<file path="src/rtl/serv_rf_sdp_if_if.sv">
// Core/RAM-side signal bundle for the SERV register-file bridge.
// The bridge takes the slave view; whatever drives the core and RAM side takes the master view.
interface serv_rf_sdp_if_if #(
  parameter int W        = 1,
  parameter int RF_WIDTH = 2,
  parameter int AW       = 6,
  parameter int RF_L2D   = 10
);
  logic                i_rreq;
  logic                i_wreq;
  logic                o_ready;
  logic                o_busy;
  logic [AW-1:0]       i_rreg0;
  logic [AW-1:0]       i_rreg1;
  logic [W-1:0]        o_rdata0;
  logic [W-1:0]        o_rdata1;
  logic [AW-1:0]       i_wreg0;
  logic [AW-1:0]       i_wreg1;
  logic                i_wen0;
  logic                i_wen1;
  logic [W-1:0]        i_wdata0;
  logic [W-1:0]        i_wdata1;
  logic [RF_L2D-1:0]   o_waddr;
  logic [RF_WIDTH-1:0] o_wdata;
  logic                o_wen;
  logic [RF_L2D-1:0]   o_raddr;
  logic                o_ren;
  logic [RF_WIDTH-1:0] i_rdata;

  modport slave (
    input  i_rreq, i_wreq, i_rreg0, i_rreg1, i_wreg0, i_wreg1,
    input  i_wen0, i_wen1, i_wdata0, i_wdata1, i_rdata,
    output o_ready, o_busy, o_rdata0, o_rdata1,
    output o_waddr, o_wdata, o_wen, o_raddr, o_ren
  );

  modport master (
    output i_rreq, i_wreq, i_rreg0, i_rreg1, i_wreg0, i_wreg1,
    output i_wen0, i_wen1, i_wdata0, i_wdata1, i_rdata,
    input  o_ready, o_busy, o_rdata0, o_rdata1,
    input  o_waddr, o_wdata, o_wen, o_raddr, o_ren
  );
endinterface

</file>
<file path="src/rtl/serv_rf_sdp_if.sv">
// Bridges SERV's two W-bit serial read and write streams onto a simple-dual-port RAM
// of RF_WIDTH-bit words; all timing is derived from one cycle counter per transaction.
module serv_rf_sdp_if #(
  parameter int W              = 1,
  parameter int RF_WIDTH       = 2,
  parameter int CSR_REGS       = 4,
  parameter int RAM_LAT        = 1,
  parameter     RESET_STRATEGY = "MINI"
) (
  input logic              i_clk,
  input logic              i_rst,
  serv_rf_sdp_if_if.slave  bus
);
  localparam int AW     = 5 + ((CSR_REGS > 0) ? 1 : 0);
  localparam int WPR    = 32 / RF_WIDTH;
  localparam int RATIO  = RF_WIDTH / W;
  localparam int TRANS  = 32 / W;
  localparam int RF_L2D = $clog2((32 + CSR_REGS) * WPR);
  localparam int L2R    = $clog2(RATIO);
  localparam int L2WPR  = $clog2(WPR);
  localparam int CW     = $clog2(TRANS + RAM_LAT + 4) + 1;
  localparam bit RST_EN = (RESET_STRATEGY != "NONE");

  localparam logic [CW-1:0] C_ONE    = CW'(1);
  localparam logic [CW-1:0] C_TWO    = CW'(2);
  localparam logic [CW-1:0] C_THREE  = CW'(3);
  localparam logic [CW-1:0] C_TRANS  = CW'(TRANS);
  localparam logic [CW-1:0] C_RATIO  = CW'(RATIO);
  localparam logic [CW-1:0] M_CHUNK  = CW'(RATIO - 1);
  localparam logic [CW-1:0] M_RDSLOT = CW'(RATIO - 2);
  localparam logic [CW-1:0] RD_READY = CW'(RAM_LAT + 1);
  localparam logic [CW-1:0] RD_LAST  = CW'(RAM_LAT + 1 + TRANS);
  localparam logic [CW-1:0] WR_LAST  = CW'(TRANS + 3);

  typedef enum logic [1:0] {S_IDLE, S_READ, S_WRITE} state_t;

  state_t              state_q, state_d;
  logic [CW-1:0]       cnt_q, cnt_d;
  logic [RF_WIDTH-1:0] rd0_q, rd0_d, rd1_q, rd1_d;
  logic [RF_WIDTH-1:0] wb0_q, wb0_d, wb1_q, wb1_d, wh1_q, wh1_d;
  logic                ready, ren, wen;
  logic [RF_L2D-1:0]   raddr, waddr;
  logic [RF_WIDTH-1:0] wdata;
  logic [W-1:0]        rdata0, rdata1;
  logic [CW-1:0]       t_rd, t_cap, t_out, t_w0, t_w1;

  function automatic logic [RF_L2D-1:0] ram_addr(input logic [AW-1:0] r, input logic [CW-1:0] k);
    return (RF_L2D'(r) << L2WPR) | RF_L2D'(k);
  endfunction

  always_comb begin
    state_d = state_q;
    cnt_d   = cnt_q + C_ONE;
    ready   = 1'b0;
    ren     = 1'b0;
    wen     = 1'b0;
    raddr   = '0;
    waddr   = '0;
    wdata   = wb0_q;
    t_rd    = cnt_q - C_ONE;
    t_cap   = cnt_q - RD_READY;
    t_out   = t_cap - C_ONE;
    t_w0    = cnt_q - C_TWO;
    t_w1    = cnt_q - C_THREE;
    rd0_d   = rd0_q >> W;
    rd1_d   = rd1_q >> W;
    rdata0  = rd0_q[W-1:0];
    rdata1  = rd1_q[W-1:0];
    wb0_d   = {bus.i_wdata0, wb0_q[RF_WIDTH-1:W]};
    wb1_d   = {bus.i_wdata1, wb1_q[RF_WIDTH-1:W]};
    wh1_d   = wh1_q;
    case (state_q)
      S_IDLE: begin
        cnt_d = C_ONE;
        if (bus.i_rreq)      state_d = S_READ;
        else if (bus.i_wreq) state_d = S_WRITE;
      end
      S_READ: begin
        ready = (cnt_q == RD_READY);
        // First two slots of every RATIO-cycle window fetch rreg0 then rreg1 word k.
        if (t_rd < C_TRANS && (t_rd & M_RDSLOT) == '0) begin
          ren   = 1'b1;
          raddr = ram_addr(t_rd[0] ? bus.i_rreg1 : bus.i_rreg0, t_rd >> L2R);
        end
        if (t_cap < C_TRANS && (t_cap & M_CHUNK) == '0)
          rd0_d = bus.i_rdata;
        // The rreg1 word arrives exactly when its first chunk is due, so pass it straight through.
        if ((t_out & M_CHUNK) == '0) begin
          rdata1 = bus.i_rdata[W-1:0];
          rd1_d  = bus.i_rdata >> W;
        end
        if (cnt_q == RD_LAST) begin
          state_d = S_IDLE;
          cnt_d   = '0;
        end
      end
      S_WRITE: begin
        ready = (cnt_q == C_ONE);
        if (t_w0 >= C_RATIO && t_w0 <= C_TRANS && (t_w0 & M_CHUNK) == '0) begin
          wen   = bus.i_wen0 && (bus.i_wreg0 != '0);
          waddr = ram_addr(bus.i_wreg0, (t_w0 >> L2R) - C_ONE);
          wdata = wb0_q;
          wh1_d = wb1_q;
        end
        if (t_w1 >= C_RATIO && t_w1 <= C_TRANS && (t_w1 & M_CHUNK) == '0) begin
          wen   = bus.i_wen1 && (bus.i_wreg1 != '0);
          waddr = ram_addr(bus.i_wreg1, (t_w1 >> L2R) - C_ONE);
          wdata = wh1_q;
        end
        if (cnt_q == WR_LAST) begin
          state_d = S_IDLE;
          cnt_d   = '0;
        end
      end
      default: state_d = S_IDLE;
    endcase
  end

  always_ff @(posedge i_clk) begin
    state_q <= state_d;
    cnt_q   <= cnt_d;
    rd0_q   <= rd0_d;
    rd1_q   <= rd1_d;
    wb0_q   <= wb0_d;
    wb1_q   <= wb1_d;
    wh1_q   <= wh1_d;
    if (RST_EN && i_rst) begin
      state_q <= S_IDLE;
      cnt_q   <= '0;
    end
  end

  assign bus.o_ready  = ready;
  assign bus.o_busy   = (state_q != S_IDLE);
  assign bus.o_ren    = ren;
  assign bus.o_raddr  = raddr;
  assign bus.o_wen    = wen;
  assign bus.o_waddr  = waddr;
  assign bus.o_wdata  = wdata;
  assign bus.o_rdata0 = rdata0;
  assign bus.o_rdata1 = rdata1;
endmodule

</file>
<file path="src/flat_wrapper.sv">
// flat-port wrapper written by rule: the top's interface ports become plain ports
module serv_rf_sdp_if_flat 
#(
  parameter int W              = 1,
  parameter int RF_WIDTH       = 2,
  parameter int CSR_REGS       = 4,
  parameter int RAM_LAT        = 1,
  parameter     RESET_STRATEGY = "    "
)
  (i_clk, i_rst, bus_i_rreq, bus_i_wreq, bus_i_rreg0, bus_i_rreg1, bus_i_wreg0, bus_i_wreg1, bus_i_wen0, bus_i_wen1, bus_i_wdata0, bus_i_wdata1, bus_i_rdata, bus_o_ready, bus_o_busy, bus_o_rdata0, bus_o_rdata1, bus_o_waddr, bus_o_wdata, bus_o_wen, bus_o_raddr, bus_o_ren);
  serv_rf_sdp_if_if #(.W(W), .RF_WIDTH(RF_WIDTH), .AW(6), .RF_L2D(10)) bus_i ();
  input logic i_clk;
  input logic i_rst;
  input wire logic [$bits(bus_i.i_rreq)-1:0] bus_i_rreq;
  input wire logic [$bits(bus_i.i_wreq)-1:0] bus_i_wreq;
  input wire logic [$bits(bus_i.i_rreg0)-1:0] bus_i_rreg0;
  input wire logic [$bits(bus_i.i_rreg1)-1:0] bus_i_rreg1;
  input wire logic [$bits(bus_i.i_wreg0)-1:0] bus_i_wreg0;
  input wire logic [$bits(bus_i.i_wreg1)-1:0] bus_i_wreg1;
  input wire logic [$bits(bus_i.i_wen0)-1:0] bus_i_wen0;
  input wire logic [$bits(bus_i.i_wen1)-1:0] bus_i_wen1;
  input wire logic [$bits(bus_i.i_wdata0)-1:0] bus_i_wdata0;
  input wire logic [$bits(bus_i.i_wdata1)-1:0] bus_i_wdata1;
  input wire logic [$bits(bus_i.i_rdata)-1:0] bus_i_rdata;
  output wire logic [$bits(bus_i.o_ready)-1:0] bus_o_ready;
  output wire logic [$bits(bus_i.o_busy)-1:0] bus_o_busy;
  output wire logic [$bits(bus_i.o_rdata0)-1:0] bus_o_rdata0;
  output wire logic [$bits(bus_i.o_rdata1)-1:0] bus_o_rdata1;
  output wire logic [$bits(bus_i.o_waddr)-1:0] bus_o_waddr;
  output wire logic [$bits(bus_i.o_wdata)-1:0] bus_o_wdata;
  output wire logic [$bits(bus_i.o_wen)-1:0] bus_o_wen;
  output wire logic [$bits(bus_i.o_raddr)-1:0] bus_o_raddr;
  output wire logic [$bits(bus_i.o_ren)-1:0] bus_o_ren;
  assign bus_i.i_rreq = bus_i_rreq;
  assign bus_i.i_wreq = bus_i_wreq;
  assign bus_i.i_rreg0 = bus_i_rreg0;
  assign bus_i.i_rreg1 = bus_i_rreg1;
  assign bus_i.i_wreg0 = bus_i_wreg0;
  assign bus_i.i_wreg1 = bus_i_wreg1;
  assign bus_i.i_wen0 = bus_i_wen0;
  assign bus_i.i_wen1 = bus_i_wen1;
  assign bus_i.i_wdata0 = bus_i_wdata0;
  assign bus_i.i_wdata1 = bus_i_wdata1;
  assign bus_i.i_rdata = bus_i_rdata;
  assign bus_o_ready = bus_i.o_ready;
  assign bus_o_busy = bus_i.o_busy;
  assign bus_o_rdata0 = bus_i.o_rdata0;
  assign bus_o_rdata1 = bus_i.o_rdata1;
  assign bus_o_waddr = bus_i.o_waddr;
  assign bus_o_wdata = bus_i.o_wdata;
  assign bus_o_wen = bus_i.o_wen;
  assign bus_o_raddr = bus_i.o_raddr;
  assign bus_o_ren = bus_i.o_ren;
  serv_rf_sdp_if #(.W(W), .RF_WIDTH(RF_WIDTH), .CSR_REGS(CSR_REGS), .RAM_LAT(RAM_LAT), .RESET_STRATEGY(RESET_STRATEGY)) u_core (.i_clk(i_clk), .i_rst(i_rst), .bus(bus_i));
endmodule
</file>
<file path="config.mk">
export PLATFORM = sky130hd
export DESIGN_NAME = serv_rf_sdp_if_flat
export DESIGN_NICKNAME = d
export VERILOG_FILES = /design/src/rtl/serv_rf_sdp_if_if.sv /design/src/rtl/serv_rf_sdp_if.sv /design/src/flat_wrapper.sv
export SDC_FILE = /design/constraint.sdc
export NUM_CORES = 1
export LEC_CHECK = 0
export ABC_CLOCK_PERIOD_IN_PS = 7650
export BUFFER_PORTS_ARGS = -buffer_cell sky130_fd_sc_hd__buf_2
export CAP_MARGIN = 5
export CORE_ASPECT_RATIO = 1.4
export CORE_MARGIN = 8
export CORE_UTILIZATION = 45
export CTS_CLUSTER_DIAMETER = 150
export DETAILED_ROUTE_END_ITERATION = 10
export GPL_ROUTABILITY_DRIVEN = 0
export PLACE_DENSITY = 0.81
export RECOVER_POWER = 50
export SLEW_MARGIN = 10
export SYNTH_ARGS = -nofsm -noshare
export SYNTH_HDL_FRONTEND = slang
export SYNTH_SLANG_ARGS = --single-unit
</file>
<file path="constraint.sdc">
create_clock -name i_clk -period 7.65 [get_ports i_clk]
set_clock_uncertainty 0.1 [all_clocks]
set_input_delay 1.53 -clock i_clk [delete_from_list [all_inputs] [get_ports i_clk]]
set_output_delay 1.53 -clock i_clk [all_outputs]
set_load 0.005 [all_outputs]
</file>
=== Word level (Yosys, flattened, before mapping) ===
Cells that the tools add are included.

* Register bits: 19
* Logic and storage cells: 79

* Add/subtract/negate cells: 7
* $lt $le $gt $ge: 6
* Equality and inequality tests: 9
* Mux-type cells: 28
* Bitwise logic cells: 3
* Reduce and logical (&&, ||, !) cells: 17

{| class="wikitable"
|+ Operators with widths
! kind !! count
|-
| 10-bit two-way mux || 5
|-
| 7-bit zero test || 3
|-
| 7-bit case mux with 3 select lines || 1
|-
| 10-bit by 7-bit OR with 10-bit output || 2
|-
| 7-bit by 6-bit equality test with 1-bit output (second input constant) || 2
|-
| 7-bit by 2-bit greater-or-equal comparator with 1-bit output (second input constant) || 2
|-
| 7-bit by 6-bit <= comparator with 1-bit output (second input constant) || 2
|-
| 7-bit by 6-bit less-than comparator with 1-bit output (second input constant) || 2
|-
| 7-bit two-way mux || 2
|-
| 6-bit by 1-bit subtractor with 7-bit output (second input constant) || 2
|-
| 7-bit by 2-bit subtractor with 7-bit output (second input constant) || 2
|-
| 2-bit two-way mux || 6
|-
| 6-bit nonzero test || 2
|-
| 1-bit two-way mux || 11
|-
| 10-bit by 6-bit OR with 10-bit output || 1
|-
| 7-bit by 1-bit adder with 7-bit output (second input constant) || 1
|-
| 7-bit by 1-bit equality test with 1-bit output (second input constant) || 1
|-
| 7-bit by 2-bit equality test with 1-bit output (second input constant) || 1
|-
| 1-bit logical AND || 7
|-
| 7-bit by 1-bit subtractor with 7-bit output (second input constant) || 1
|-
| 6-bit two-way mux || 1
|-
| 2-bit case mux with 3 select lines || 1
|-
| 2-bit by 1-bit != test with 1-bit output (second input constant) || 2
|-
| 2-bit AND reduction || 2
|-
| 8 further kinds || 8
|}

=== Logic depth before layout (Yosys ltp) ===
Gate-level depths: netlist of the first run.

* Word-level depth: 7
* Gate-level depth with buffers: 11
* Mapped depth without buffers: 8

=== Least setup slack after synthesis of the first run ===
OpenSTA, ideal clock, no wires.

* Path kind: input -> output
* Start: input port bus_i_wreg1[4]
* End: output port bus_o_wen
* Arrival: 2,474 ps
* Slack: 3,546 ps
* Cell stages on the path: 3
* Path buffers: 0
* Path through: or4_1 > o31a_1 > a32o_1

* Cells in the longest elaborated chain, start to end: 4

{| class="wikitable"
|+ RTL lines
! item !! RTL line !! RTL
|-
| from (decl) || flat_wrapper.sv:19 || <nowiki>input wire logic [$bits(bus_i.i_wreg1)-1:0] bus_i_wreg1;</nowiki>
|-
| 6-bit nonzero test || serv_rf_sdp_if.sv:106 || <nowiki>wen = bus.i_wen1 && (bus.i_wreg1 != '0);</nowiki>
|-
| 1-bit logical AND || serv_rf_sdp_if.sv:106 ||
|-
| 1-bit two-way mux || serv_rf_sdp_if.sv:105 || <nowiki>if (t_w1 >= C_RATIO && t_w1 <= C_TRANS && (t_w1 & M_CHUNK) == '0) begin</nowiki>
|-
| 1-bit two-way mux || serv_rf_sdp_if.sv:72 || <nowiki>case (state_q)</nowiki>
|-
| to (decl) || flat_wrapper.sv:31 || <nowiki>output wire logic [$bits(bus_i.o_wen)-1:0] bus_o_wen;</nowiki>
|}

No other way between the ends.

=== Worst setup path in the final report of the first run ===
* Start: register u_core.cnt_q[0]
* End: output port bus_o_waddr[4]

* Cells in the longest elaborated chain, start to end: 7
* Elaborated cells between the ends (all ways): 19
* Those cells by class: 4 x add/sub; 4 x order compare; 3 x mux; 2 x bitwise; 6 x reduce/logical

{| class="wikitable"
|+ RTL lines
! item !! RTL line !! RTL
|-
| from (decl) || serv_rf_sdp_if.sv:38 || <nowiki>logic [CW-1:0] cnt_q, cnt_d;</nowiki>
|-
| from (signal assigned) || serv_rf_sdp_if.sv:121 || <nowiki>cnt_q <= cnt_d;</nowiki>
|-
| 7-bit by 2-bit subtractor with 7-bit output || serv_rf_sdp_if.sv:63 || <nowiki>t_w0 = cnt_q - C_TWO;</nowiki>
|-
| 7-bit by 2-bit greater-or-equal comparator with 1-bit output / 7-bit by 6-bit <= comparator with 1-bit output (equally long branches) || serv_rf_sdp_if.sv:99 || <nowiki>if (t_w0 >= C_RATIO && t_w0 <= C_TRANS && (t_w0 & M_CHUNK) == '0) begin</nowiki>
|-
| 1-bit logical AND (2 in a row) || serv_rf_sdp_if.sv:99 ||
|-
| 10-bit two-way mux || serv_rf_sdp_if.sv:99 ||
|-
| 10-bit two-way mux (*) || serv_rf_sdp_if.sv:105 ||
|-
| 10-bit two-way mux (*) || serv_rf_sdp_if.sv:72 ||
|-
| to (decl) || flat_wrapper.sv:29 || <nowiki>output wire logic [$bits(bus_i.o_waddr)-1:0] bus_o_waddr;</nowiki>
|}

Every way passes the cells marked *; elsewhere a longest branch is shown, timed or not.

==> flow_summary.rst, run 1 <==
.. list-table::
   :header-rows: 1

   * - Metric
     - Value
   * - Number of antenna violations at the first check in global routing
     - 0
   * - Total detailed-routing wirelength
     - 5300 um
   * - Hold path depth
     - 0
   * - Count of TritonRoute iterations in the first routing pass
     - 5
   * - Data arrival time at the worst-slack endpoint
     - 4000 ps
   * - Number of distinct library cells after synthesis
     - 62
   * - Antenna-violating nets left
     - 0
   * - Worst slack at placement
     - 2290 ps
   * - Register bit total from synthesis
     - 18
   * - Predominant post-synthesis flop cell
     - sky130_fd_sc_hd__dfxtp_1
   * - Final-layout setup total negative slack
     - 0 ps
   * - Rows
     - 28
   * - Vias after detailed routing
     - around 2000
   * - Final critical path time including I/O delays and setup
     - 5630 ps
   * - Maximum number of pins on one net before global-route repair
     - 25
   * - Critical R2R Capture
     - u_core.wh1_q[1]$_DFFE_PP_
   * - GRT Overall Usage
     - 0.150
   * - Hold Path Origin
     - u_core.wb1_q[1]$_DFF_P_
   * - Root Driver
     - sky130_fd_sc_hd__clkbuf_8
   * - Post-layout worst setup margin
     - 2020 ps
   * - Syn-to-layout area delta
     - 14.9%
   * - Via/cell ratio
     - between 5 and 6
   * - Proportion of synthesized chip area in sequential cells
     - 0.191
   * - RSZ-0062 raised after global routing
     - no
   * - Core ar.
     - between 4000 and 5000 um2
   * - Hold Path Class
     - flip-flop to flip-flop
   * - Ys Warns
     - 0
   * - DR DRC count
     - 0
   * - Number of inserted diodes
     - 0
   * - Total leakage power
     - between 1 and 1.5 nW
   * - Crit path buf inv count
     - 3
   * - Hold Violations, Final
     - 0
   * - Wire length of the first global-routing pass
     - 8750 um
   * - Cells taking the most area after synthesis
     - sky130_fd_sc_hd__dfxtp_1 (16%), sky130_fd_sc_hd__ha_1 (10%), sky130_fd_sc_hd__nor2_1 (5.7%), sky130_fd_sc_hd__xnor2_1 (5.3%), sky130_fd_sc_hd__nand2_1 (4.3%)
   * - Post-route design area
     - 2280 um2
   * - Synthesized cell area
     - 1990 um2
   * - Cts repair resizes
     - 0
   * - Number of synthesized flops with an enable pin
     - 2
   * - Slew Viols, Final
     - 0
   * - Max capacitance violation total
     - 0
   * - Element type at the critical path start
     - flip-flop
   * - TritonCTS clock tree
     - built
   * - Number of setup buffers added after CTS
     - 0
   * - Critical path peak fanout
     - 21
   * - Synthesized netlist net count
     - between 200 and 300
   * - Synthesized netlist cell count
     - 249
   * - H-tree depth
     - 1
   * - Slowest cell on the critical path
     - sky130_fd_sc_hd__o31ai_1
   * - Number of nets in the finished design
     - 348
   * - Overflow after GRT
     - 0
   * - Family with the most delay on the worst path
     - compound AO/OA/AOI/OAI gates
   * - Number of hold-repair buffers added at the cts stage
     - 0
   * - R2R Setup Slk
     - 3860 ps
   * - Number of design-rule violations left by the first detailed-router iteration
     - 91
   * - Post-synthesis average cell area
     - 7.98 um2
   * - Delay of the slowest critical-path stage
     - 900 ps
   * - Number of input and output port buffers inserted
     - about 60
   * - Fmax achieved
     - between 150 and 200 MHz
   * - Number of buffers on the longest clock path
     - 2
   * - Reg2reg start
     - u_core.cnt_q[2]$_SDFF_PP0_
   * - Later-pin clock latency in the skew report
     - 240 ps
   * - Class of the most critical setup path
     - flip-flop to output port
   * - Logic depth of the worst path, buffers included
     - 9
   * - Final HPWL from detailed placement
     - 4070 um
   * - Die W
     - 72.2 um
   * - Final setup viols
     - 0
   * - Library cell occupying the most area in the post-synthesis netlist
     - sky130_fd_sc_hd__dfxtp_1
   * - Number of placed I/O pins
     - 62
   * - Outcome
     - completed
   * - CTS clk-pin slew, worst paths
     - 60 ps
   * - P per Cell Area
     - 124 nW/um2
   * - TritonCTS buffer count
     - 3
   * - Hold-critical path endpoint
     - u_core.wb1_q[0]$_DFF_P_
   * - Die height
     - 94.6 um
   * - Crit path cell chain
     - inv_1 > ha_1 > inv_1 > ha_1 > o311a_1 > o31ai_1 > o21ai_0 > o41ai_1 > buf_2
   * - Ratio of cells with drive above 1 in the final layout
     - 0.246
   * - Number of global-route vias before repair
     - ~2000
   * - Depth of the worst register-to-register path
     - 7
   * - Area post-placement
     - 2260 um2
   * - Detail-routed net length per standard cell
     - 14.8 um
   * - Share of synthesized registers carrying an async set or reset
     - 0
   * - Required time at the worst-slack endpoint
     - 6020 ps
   * - Max IR drop VDD
     - roughly 0.11 mV
   * - Final cycle utilization of the critical path
     - 0.735
   * - Starting utilization of the core area
     - 0.469
   * - Final total power
     - 0.284 mW
   * - Worst setup EP type
     - output port
   * - Area share of the leading cell type in the synthesized netlist
     - 0.161
   * - Relative slew slack
     - 0.229
   * - Clk sinks
     - 18
   * - Worst Tran Pin Value
     - 1150 ps
   * - DIE AREA
     - 6830 um2
-- worst max path at each step --
stage | start | endpoint | slack, ps
finish | u_core.cnt_q[0]$_SDFF_PP0_ | bus_o_waddr[4] | 2020
global route | u_core.cnt_q[0]$_SDFF_PP0_ | bus_o_waddr[4] | 1730
CTS | u_core.cnt_q[0]$_SDFF_PP0_ | bus_o_waddr[4] | 2030
detailed placement | u_core.cnt_q[0]$_SDFF_PP0_ | bus_o_waddr[4] | 2290
global placement | u_core.cnt_q[0]$_SDFF_PP0_ | bus_o_waddr[6] | 2450
floorplan | bus_i_wreg1[4] | bus_o_wen | 3550
-- Yosys cell counts, types with 3 or more instances --
master                     instances
sky130_fd_sc_hd__mux2i_1           6
sky130_fd_sc_hd__mux2_2            4
sky130_fd_sc_hd__nand2b_1          6
sky130_fd_sc_hd__dfxtp_1          16
sky130_fd_sc_hd__buf_2            11
sky130_fd_sc_hd__a21oi_1           9
sky130_fd_sc_hd__nor2_1           30
sky130_fd_sc_hd__xnor2_1          12
sky130_fd_sc_hd__a22o_1            7
sky130_fd_sc_hd__a22oi_1           3
sky130_fd_sc_hd__o41ai_1           3
sky130_fd_sc_hd__nand3_1           7
sky130_fd_sc_hd__ha_1             16
sky130_fd_sc_hd__nor3_1            5
sky130_fd_sc_hd__nand2_1          23
sky130_fd_sc_hd__inv_1            12
sky130_fd_sc_hd__xor2_1            7
sky130_fd_sc_hd__o21ai_0           8
sky130_fd_sc_hd__buf_4             3
sky130_fd_sc_hd__and3_1            5
-- registers in the layout, summed over array words and instances (netlist names) --
register,count
u_core.cnt_q,7
u_core.rd0_q,2
u_core.state_q,2
u_core.wb0_q,2
u_core.wb1_q,2
u_core.wh1_q,2
u_core.rd1_q,1
-- kinds of logic (layout without fill, tap and decap cells) --
logic type,count (synthesis),after routing,synth area share
AOI/OAI and AO/OA,59,59,0.235
xor gates and xnor gates,19,19,0.0838
adders and majority gates,16,16,0.101
buffers and inverters,29,77,0.0749
DFF,18,18,0.191
muxes,10,10,0.0529
and+or+nand+nor,98,98,0.261
-- cell type report --
cell class / instances / area, um2
multi-input cells: 202 / 1440
well taps: 60 / 75.1
fillers: 432 / 1960
clock buffers: 3 / 41.3
inverters: 12 / 45.0
repair buffers: 61 / 300
flip-flops and latches: 18 / 380
clock inverters: 1 / 3.75
-- worst reg2reg max path: stages (launching register included) --
cell	delay, ps
sky130_fd_sc_hd__dfxtp_1	780
sky130_fd_sc_hd__inv_1	320
sky130_fd_sc_hd__ha_1	410
sky130_fd_sc_hd__or3b_1	310
sky130_fd_sc_hd__a2bb2oi_1	290
sky130_fd_sc_hd__a21oi_2	120
sky130_fd_sc_hd__a21boi_4	160
sky130_fd_sc_hd__nor3_1	930
-- cells in the final DEF (no fill, tap or decap), types with 3 or more instances in the layout --
cell type,instances
sky130_fd_sc_hd__buf_2,57
sky130_fd_sc_hd__mux2i_1,6
sky130_fd_sc_hd__xnor2_1,12
sky130_fd_sc_hd__nor3_1,6
sky130_fd_sc_hd__clkbuf_8,3
sky130_fd_sc_hd__dfxtp_1,16
sky130_fd_sc_hd__a21oi_1,9
sky130_fd_sc_hd__o41ai_1,3
sky130_fd_sc_hd__mux2_2,4
sky130_fd_sc_hd__xor2_1,7
sky130_fd_sc_hd__and3_1,5
sky130_fd_sc_hd__nor2_1,30
sky130_fd_sc_hd__nand2b_1,6
sky130_fd_sc_hd__a22o_1,7
sky130_fd_sc_hd__a22oi_1,3
sky130_fd_sc_hd__o21ai_0,8
sky130_fd_sc_hd__inv_1,12
sky130_fd_sc_hd__nand3_1,7
sky130_fd_sc_hd__ha_1,16
sky130_fd_sc_hd__nand2_1,23
sky130_fd_sc_hd__clkbuf_1,4
-- routing by layer --
layer | vias up | GRT usage | part of all wire
met5 | - | 0 | 0
met4 | 0 | 0.0205 | 0.0047
met3 | 4 | 0.0414 | 0.096
met2 | 98 | 0.273 | 0.48
met1 | 920 | 0.173 | 0.42
li1 | 987 | - | -
-- per-stage QoR --
stage               std cells  hold WS [ps]  utilization
finish                    357           249        0.539
global route              357           252        0.539
global placement          353           231        0.534
CTS                       357           248        0.545
floorplan                 249           226            -
detailed placement        353           233        0.534
-- where the power goes --
part | total [mW] | switching (mW) | internal [mW]
Combinational | 0.107 | 0.0591 | 0.0476
Sequential | 0.114 | 0.0131 | 0.100
Clock | 0.0638 | 0.0283 | 0.0355
Total | 0.284 | 0.101 | 0.184
Note: power is estimated with default switching activity, not from simulation.
==> inputs of run 2 (changes only) <==
- ABC_CLOCK_PERIOD_IN_PS: 7650 -> 5300
- clock period: 7.65 -> 5.3 ns (I/O delays scaled with it)
==> run 2 against run 1 <==
Count of clock-buffer cells in the layout stayed put. Utilization is 0.56 points higher. Via count is 1.3% lower. First-iteration DRC count is 12% higher. Register-to-register slack got worse by 1700 ps. Die area stayed put. Worst hold slack about the same. Non-clock buffer count rose by 2. Clock power rose by 42%. Combinational power grew 53%.
==> flow_summary.rst, run 2 (synthesis results as in run 1) <==
.. list-table::
   :header-rows: 1

   * - Metric
     - Value
   * - Outcome
     - completed (unchanged)
   * - Data arrival time at the worst-slack endpoint
     - 3520 ps (was 4000 ps)
   * - P per Cell Area
     - 177 nW/um2 (was 124 nW/um2)
   * - Ratio of cells with drive above 1 in the final layout
     - 0.258 (was 0.246)
   * - Logic gate share of total power
     - 0.400 (was 0.376)
   * - Rows
     - 28 (unchanged)
   * - Number of inserted diodes
     - 0 (unchanged)
   * - Final critical path time including I/O delays and setup
     - roughly 4700 ps
   * - Number of antenna violations at the first check in global routing
     - 0 (unchanged)
   * - Post-layout worst setup margin
     - 619 ps (was 2020 ps)
   * - Later-pin clock latency in the skew report
     - 240 ps (about the same)
   * - Proportion of power drawn by the clock network
     - 0.222 (was 0.225)
   * - Overflow after GRT
     - 0 (unchanged)
   * - Hold-critical path endpoint
     - u_core.wb1_q[0]$_DFF_P_ (unchanged)
   * - H-tree depth
     - 1 (unchanged)
   * - Worst slack at placement
     - 883 ps (was 2290 ps)
   * - Number of global-route vias before repair
     - 1942 (was 1973)
   * - Number of buffers on the longest clock path
     - 2 (unchanged)
   * - CTS clk-pin slew, worst paths
     - 60 ps (about the same)
   * - Number of input and output port buffers inserted
     - 61 (unchanged)
   * - Final cycle utilization of the critical path
     - 0.883
   * - Reg2reg start
     - u_core.cnt_q[2]$_SDFF_PP0_ (unchanged)
   * - Total leakage power
     - 1.07 nW (about the same)
   * - Hold path depth
     - 0 (unchanged)
   * - Register ranked first by flip-flop count
     - u_core.cnt_q (unchanged)
   * - Class of the most critical setup path
     - flip-flop to output port (unchanged)
   * - Number of nets in the finished design
     - 350 (was 348)
   * - Critical path peak fanout
     - 18 (was 21)
   * - Worst Tran Pin Value
     - 1120 ps (was 1150 ps)
   * - Max IR drop VDD
     - 0.176 mV (was 0.109 mV)
   * - Sw power
     - 0.142 mW (was 0.101 mW)
   * - RSZ-0062 raised after global routing
     - no (unchanged)
   * - Die height
     - 94.6 um (unchanged)
   * - Count of TritonRoute iterations in the first routing pass
     - 4 (was 5)
   * - Relative slew slack
     - 0.244 (was 0.229)
   * - Antenna-violating nets left
     - 0 (unchanged)
   * - Starting utilization of the core area
     - 0.469 (unchanged)
   * - Post-route design area
     - 2310 um2 (was 2280 um2)
   * - DR DRC count
     - 0 (unchanged)
   * - Final HPWL from detailed placement
     - 4090 um (was 4070 um)
   * - Maximum number of pins on one net before global-route repair
     - 25 (unchanged)
   * - Total detailed-routing wirelength
     - 5130 um (was 5300 um)
   * - Element type at the critical path start
     - flip-flop (unchanged)
   * - Final-layout setup total negative slack
     - 0 ps (unchanged)
   * - TritonCTS clock tree
     - built (unchanged)
   * - Core ar.
     - 4240 um2 (unchanged)
   * - Hold Path Class
     - flip-flop to flip-flop (unchanged)
   * - Clk sinks
     - 18 (unchanged)
   * - Wire length of the first global-routing pass
     - 8630 um (was 8750 um)
   * - Number of hold-repair buffers added at the cts stage
     - 0 (unchanged)
   * - Cts repair resizes
     - 0 (unchanged)
   * - Hold Violations, Final
     - 0 (unchanged)
   * - R2R Setup Slk
     - 2190 ps (was 3860 ps)
   * - Vias after detailed routing
     - 1983 (was 2009)
   * - Depth of the worst register-to-register path
     - 7 (unchanged)
   * - Max FFs per register
     - 7 (unchanged)
   * - Final setup viols
     - 0 (unchanged)
   * - Syn-to-layout area delta
     - 16.1% (was 14.9%)
   * - Most frequent standard cell in the layout excluding fill and tap cells
     - sky130_fd_sc_hd__buf_2 (unchanged)
   * - Worst setup EP type
     - output port (unchanged)
   * - Top library cells by usage in the layout, fill and taps aside
     - sky130_fd_sc_hd__buf_2 (57), sky130_fd_sc_hd__nor2_1 (30), sky130_fd_sc_hd__nand2_1 (23), sky130_fd_sc_hd__ha_1 (16), sky130_fd_sc_hd__dfxtp_1 (16) (unchanged)
   * - Root Driver
     - sky130_fd_sc_hd__clkbuf_8 (unchanged)
   * - Fmax achieved
     - approximately 210 MHz
   * - Hold Path Origin
     - u_core.wb1_q[1]$_DFF_P_ (unchanged)
   * - DIE AREA
     - 6830 um2 (unchanged)
   * - Area post-placement
     - 2280 um2 (was 2260 um2)
   * - GRT Overall Usage
     - 0.151 (was 0.150)
   * - Die W
     - 72.2 um (unchanged)
   * - Part of the power in registers
     - 0.378 (was 0.400)
   * - Detail-routed net length per standard cell
     - 14.3 um (was 14.8 um)
   * - Number of design-rule violations left by the first detailed-router iteration
     - 102 (was 91)
   * - Slew Viols, Final
     - 0 (unchanged)
   * - Required time at the worst-slack endpoint
     - 4140 ps (was 6020 ps)
   * - Switching power share of the total
     - 0.348 (was 0.354)
   * - Internal power
     - 0.267 mW (was 0.184 mW)
   * - Max capacitance violation total
     - 0 (unchanged)
   * - TritonCTS buffer count
     - 3 (unchanged)
   * - Number of placed I/O pins
     - 62 (unchanged)
   * - Number of setup buffers added after CTS
     - 0 (unchanged)
   * - Via/cell ratio
     - 5.52 (was 5.63)
   * - Critical R2R Capture
     - u_core.wh1_q[1]$_DFFE_PP_ (unchanged)
==> run 2: cell types whose count changed in the layout (fill, tap and decap cells not counted) <==
cell,previous run,this run
sky130_fd_sc_hd__a21boi_0,1,2
sky130_fd_sc_hd__a21boi_1,1,0
sky130_fd_sc_hd__a2bb2oi_2,0,1
sky130_fd_sc_hd__buf_4,0,2
sky130_fd_sc_hd__a2bb2oi_1,1,0
sky130_fd_sc_hd__or3b_4,0,1
sky130_fd_sc_hd__or3b_1,1,0
==> run 2: how the worst max path moves through the flow <==
stage	slack (ps)	startpoint	end	depth (start not counted)
6_report	620	u_core.cnt_q[2]$_SDFF_PP0_	bus_o_raddr[2]	9
5_1_grt	280	u_core.cnt_q[2]$_SDFF_PP0_	bus_o_raddr[4]	9
4_1_cts	600	u_core.cnt_q[2]$_SDFF_PP0_	bus_o_raddr[2]	9
3_5_place_dp	880	u_core.cnt_q[2]$_SDFF_PP0_	bus_o_raddr[8]	9
3_3_place_gp	1060	u_core.cnt_q[2]$_SDFF_PP0_	bus_o_raddr[7]	9
2_1_floorplan	1810	u_core.cnt_q[1]$_SDFF_PP0_	bus_o_waddr[3]	10
==> run 2: routing by layer <==
metal  routed length, um  vias to the layer above  track usage
li1                    -                      985            -
met1                2200                      908        0.168
met2                2420                       84        0.266
met3                 459                        6       0.0498
met4                  51                        0       0.0376
met5                   0                        -            0
==> run 2: final cells by class <==
cell class	count	area (um2)
Inverter	12	45.0
Timing Repair Buffer	63	315
Tap cell	60	75.1
Clock buffer	3	41.3
Sequential cell	18	380
Multi-Input combinational cell	202	1450
Fill cell	430	1930
Clock inverter	1	3.75
==> run 2: per-stage QoR <==
stage | hold slack, ps | power, mW | utilization | instances
3_3_place_gp | 230 | 0.320 | 0.537 | 355
6_report | 249 | 0.410 | 0.544 | 359
2_1_floorplan | 226 | 0.275 | - | 249
3_5_place_dp | 239 | 0.322 | 0.537 | 355
5_1_grt | 254 | 0.442 | 0.544 | 359
4_1_cts | 252 | 0.415 | 0.548 | 359
==> run 2: worst max-delay path, cell delays in order (launching register included) <==
cell                      delay [ps]
sky130_fd_sc_hd__dfxtp_1         500
sky130_fd_sc_hd__inv_1           290
sky130_fd_sc_hd__ha_1            430
sky130_fd_sc_hd__or3b_4          460
sky130_fd_sc_hd__a21oi_1         210
sky130_fd_sc_hd__or3b_2          160
sky130_fd_sc_hd__a21oi_1          50
sky130_fd_sc_hd__o21ai_0         900
sky130_fd_sc_hd__nor2_1          100
sky130_fd_sc_hd__buf_2           170
==> run 2: power by group through the flow <==
| stage | registers, mW | clock network [mW] | logic (mW) |
|---|---|---|---|
| 4_1_cts | 0.155 | 0.0950 | 0.165 |
| 3_3_place_gp | 0.158 | 0 | 0.162 |
| 6_report | 0.155 | 0.0909 | 0.164 |
| 2_1_floorplan | 0.153 | 0 | 0.123 |
| 5_1_grt | 0.156 | 0.103 | 0.184 |
| 3_5_place_dp | 0.158 | 0 | 0.164 |
==> inputs of run 3 (changes only) <==
- ABC_CLOCK_PERIOD_IN_PS: 5300 -> 5800
- clock period: 5.3 -> 5.8 ns (I/O delays scaled with it)
==> run 3 against run 2 <==
Power fell by 7.4%. Via count grew 1.2%. Cell area up 0.38%. Flip-flop and latch count unchanged. Wire length up 4.3%. Clock power down 5.9%. Global-route usage decreased by 0.20 points. Largest cell class unchanged. Largest power group unchanged.
==> flow_summary.rst, run 3 (synthesis results as in run 1) <==
.. list-table::
   :header-rows: 1

   * - Metric
     - Value
   * - Outcome
     - completed (unchanged)
   * - Wire length of the first global-routing pass
     - 8520 um (was 8630 um)
   * - Register ranked first by flip-flop count
     - u_core.cnt_q (unchanged)
   * - Number of inserted diodes
     - 0 (unchanged)
   * - GRT Overall Usage
     - 0.149 (was 0.151)
   * - Root Driver
     - sky130_fd_sc_hd__clkbuf_8 (unchanged)
   * - Die W
     - 72.2 um (unchanged)
   * - Top library cells by usage in the layout, fill and taps aside
     - sky130_fd_sc_hd__buf_2 (57), sky130_fd_sc_hd__nor2_1 (30), sky130_fd_sc_hd__nand2_1 (23), sky130_fd_sc_hd__ha_1 (16), sky130_fd_sc_hd__dfxtp_1 (16) (unchanged)
   * - Slew Viols, Final
     - 0 (unchanged)
   * - Final-layout setup total negative slack
     - 0 ps (unchanged)
   * - Number of hold-repair buffers added at the cts stage
     - 0 (unchanged)
   * - Rows
     - 28 (unchanged)
   * - Via/cell ratio
     - 5.56 (was 5.52)
   * - Data arrival time at the worst-slack endpoint
     - 3630 ps (was 3520 ps)
   * - Most frequent standard cell in the layout excluding fill and tap cells
     - sky130_fd_sc_hd__buf_2 (unchanged)
   * - Antenna-violating nets left
     - 0 (unchanged)
   * - Total leakage power
     - 1.08 nW (was 1.07 nW)
   * - Clk sinks
     - 18 (unchanged)
   * - Hold-critical path endpoint
     - u_core.wb0_q[0]$_DFF_P_ (was u_core.wb1_q[0]$_DFF_P_)
   * - Detail-routed net length per standard cell
     - 14.8 um (was 14.3 um)
   * - Reg2reg start
     - u_core.cnt_q[2]$_SDFF_PP0_ (unchanged)
   * - Hold path depth
     - 0 (unchanged)
   * - Fmax achieved
     - 204 MHz
   * - Hold Path Origin
     - u_core.wb0_q[1]$_DFF_P_ (was u_core.wb1_q[1]$_DFF_P_)
   * - Overflow after GRT
     - 0 (unchanged)
   * - Max capacitance violation total
     - 0 (unchanged)
   * - H-tree depth
     - 1 (unchanged)
   * - Ratio of cells with drive above 1 in the final layout
     - 0.256 (was 0.258)
   * - DIE AREA
     - 6830 um2 (unchanged)
   * - Final cycle utilization of the critical path
     - 0.844
   * - Family with the most delay on the worst path
     - compound AO/OA/AOI/OAI gates (unchanged)
   * - Number of placed I/O pins
     - 62 (unchanged)
   * - Syn-to-layout area delta
     - 16.6% (was 16.1%)
   * - Cts repair resizes
     - 0 (unchanged)
   * - Number of global-route vias before repair
     - 1922 (was 1942)
   * - Final setup viols
     - 0 (unchanged)
   * - TritonCTS clock tree
     - built (unchanged)
   * - Number of antenna violations at the first check in global routing
     - 0 (unchanged)
   * - R2R Setup Slk
     - 2460 ps (was 2190 ps)
   * - Starting utilization of the core area
     - 0.469 (unchanged)
   * - Depth of the worst register-to-register path
     - 8 (was 7)
   * - Vias after detailed routing
     - 2006 (was 1983)
   * - Number of buffers on the longest clock path
     - 2 (unchanged)
   * - Required time at the worst-slack endpoint
     - 4540 ps (was 4140 ps)
   * - Delay of the slowest critical-path stage
     - 840 ps (was 900 ps)
   * - Number of nets in the finished design
     - 352 (was 350)
   * - Final critical path time including I/O delays and setup
     - 4890 ps
   * - Total detailed-routing wirelength
     - 5350 um (was 5130 um)
   * - DR DRC count
     - 0 (unchanged)
   * - Worst Tran Pin Value
     - 1030 ps (was 1120 ps)
   * - Hold Path Class
     - flip-flop to flip-flop (unchanged)
   * - Worst setup EP type
     - output port (unchanged)
   * - Number of setup buffers added after CTS
     - 0 (unchanged)
   * - Max IR drop VDD
     - 0.216 mV (was 0.176 mV)
   * - TritonCTS buffer count
     - 3 (unchanged)
   * - Hold WS
     - 246 ps (was 249 ps)
   * - Worst slack at placement
     - 1430 ps (was 883 ps)
   * - Critical path peak fanout
     - 18 (unchanged)
   * - Crit path buf inv count
     - 3 (was 2)
   * - Hold Violations, Final
     - 0 (unchanged)
   * - Max FFs per register
     - 7 (unchanged)
   * - Critical R2R Capture
     - u_core.wh1_q[0]$_DFFE_PP_ (was u_core.wh1_q[1]$_DFFE_PP_)
   * - Class of the most critical setup path
     - flip-flop to output port (unchanged)
   * - Count of TritonRoute iterations in the first routing pass
     - 4 (unchanged)
   * - Later-pin clock latency in the skew report
     - 250 ps (was 240 ps)
   * - Final cell utilization of the core
     - 0.546 (was 0.544)
   * - Slowest cell on the critical path
     - sky130_fd_sc_hd__o21ai_0 (unchanged)
   * - Number of design-rule violations left by the first detailed-router iteration
     - 109 (was 102)
   * - RSZ-0062 raised after global routing
     - no (unchanged)
   * - Post-layout worst setup margin
     - 907 ps (was 619 ps)
   * - Die height
     - 94.6 um (unchanged)
   * - Element type at the critical path start
     - flip-flop (unchanged)
   * - Dominant cell type by count on the critical path
     - sky130_fd_sc_hd__a21oi_1 (unchanged)
   * - Core ar.
     - 4240 um2 (unchanged)
   * - CTS clk-pin slew, worst paths
     - 70 ps (was 60 ps)
   * - Maximum number of pins on one net before global-route repair
     - 25 (unchanged)
   * - P per Cell Area
     - 164 nW/um2 (was 177 nW/um2)
   * - Number of input and output port buffers inserted
     - 61 (unchanged)
   * - Final HPWL from detailed placement
     - 4230 um (was 4090 um)
   * - Crit path cell chain
     - clkbuf_1 > inv_1 > ha_1 > or3b_1 > a21oi_1 > or3b_2 > a21oi_1 > o21ai_0 > nor2_1 > buf_2 (was inv_1 > ha_1 > or3b_4 > a21oi_1 > or3b_2 > a21oi_1 > o21ai_0 > nor2_1 > buf_2)
   * - Relative slew slack
     - 0.304 (was 0.244)
## run 3: changes by cell type in the layout (fill, tap and decap cells not counted), sizes merged
cell / before / now
clkbuf: 7 / 8
buf: 59 / 60
## run 3: worst max-delay path by stage
| stage | slack (ps) | cells after the start | endpoint | from |
|---|---|---|---|---|
| finish | 910 | 10 | bus_o_raddr[8] | u_core.cnt_q[2]$_SDFF_PP0_ |
| global route | 520 | 10 | bus_o_raddr[8] | u_core.cnt_q[2]$_SDFF_PP0_ |
| CTS | 1170 | 10 | bus_o_raddr[8] | u_core.cnt_q[2]$_SDFF_PP0_ |
| detailed placement | 1430 | 10 | bus_o_raddr[8] | u_core.cnt_q[2]$_SDFF_PP0_ |
| global placement | 1550 | 10 | bus_o_raddr[7] | u_core.cnt_q[2]$_SDFF_PP0_ |
| floorplan | 2210 | 10 | bus_o_waddr[3] | u_core.cnt_q[1]$_SDFF_PP0_ |
## run 3: layer usage
| layer | GRT usage | up-vias | wire length, um |
|---|---|---|---|
| met5 | 0 | - | 0 |
| met4 | 0.0308 | 0 | 57 |
| met3 | 0.0403 | 4 | 479 |
| met2 | 0.267 | 83 | 2580 |
| met1 | 0.170 | 923 | 2230 |
| li1 | - | 996 | - |
## run 3: stage by stage
stage	instance area (um2)	cells	power, mW
2_1_floorplan	1990	249	0.251
3_3_place_gp	2290	357	0.293
3_5_place_dp	2290	357	0.297
4_1_cts	2340	361	0.384
5_1_grt	2320	361	0.404
6_report	2320	361	0.379
## run 3: final cells by class
| class | count | area (um2) |
|---|---|---|
| Timing Repair Buffer | 65 | 327 |
| Multi-Input combinational cell | 202 | 1440 |
| Inverter | 12 | 45.0 |
| Clock buffer | 3 | 41.3 |
| Clock inverter | 1 | 3.75 |
| Sequential cell | 18 | 380 |
| Tap cell | 60 | 75.1 |
| Fill cell | 416 | 1920 |
## run 3: worst reg2reg max path, delay by kind of cell (launching register included)
kind	cells	cell delay, ps
adders and majority gates	1	390
buffers and inverters	2	900
DFF	1	310
and+or+nand+nor	2	630
AOI/OAI and AO/OA	3	660
## run 3: power breakdown
group / switching, mW / internal [mW] / total, mW / leakage [nW]
sequential: 0.00495 / 0.132 / 0.137 / 0.149
clock: 0.0386 / 0.0469 / 0.0855 / 0.0231
combinational: 0.0911 / 0.0654 / 0.156 / 0.906
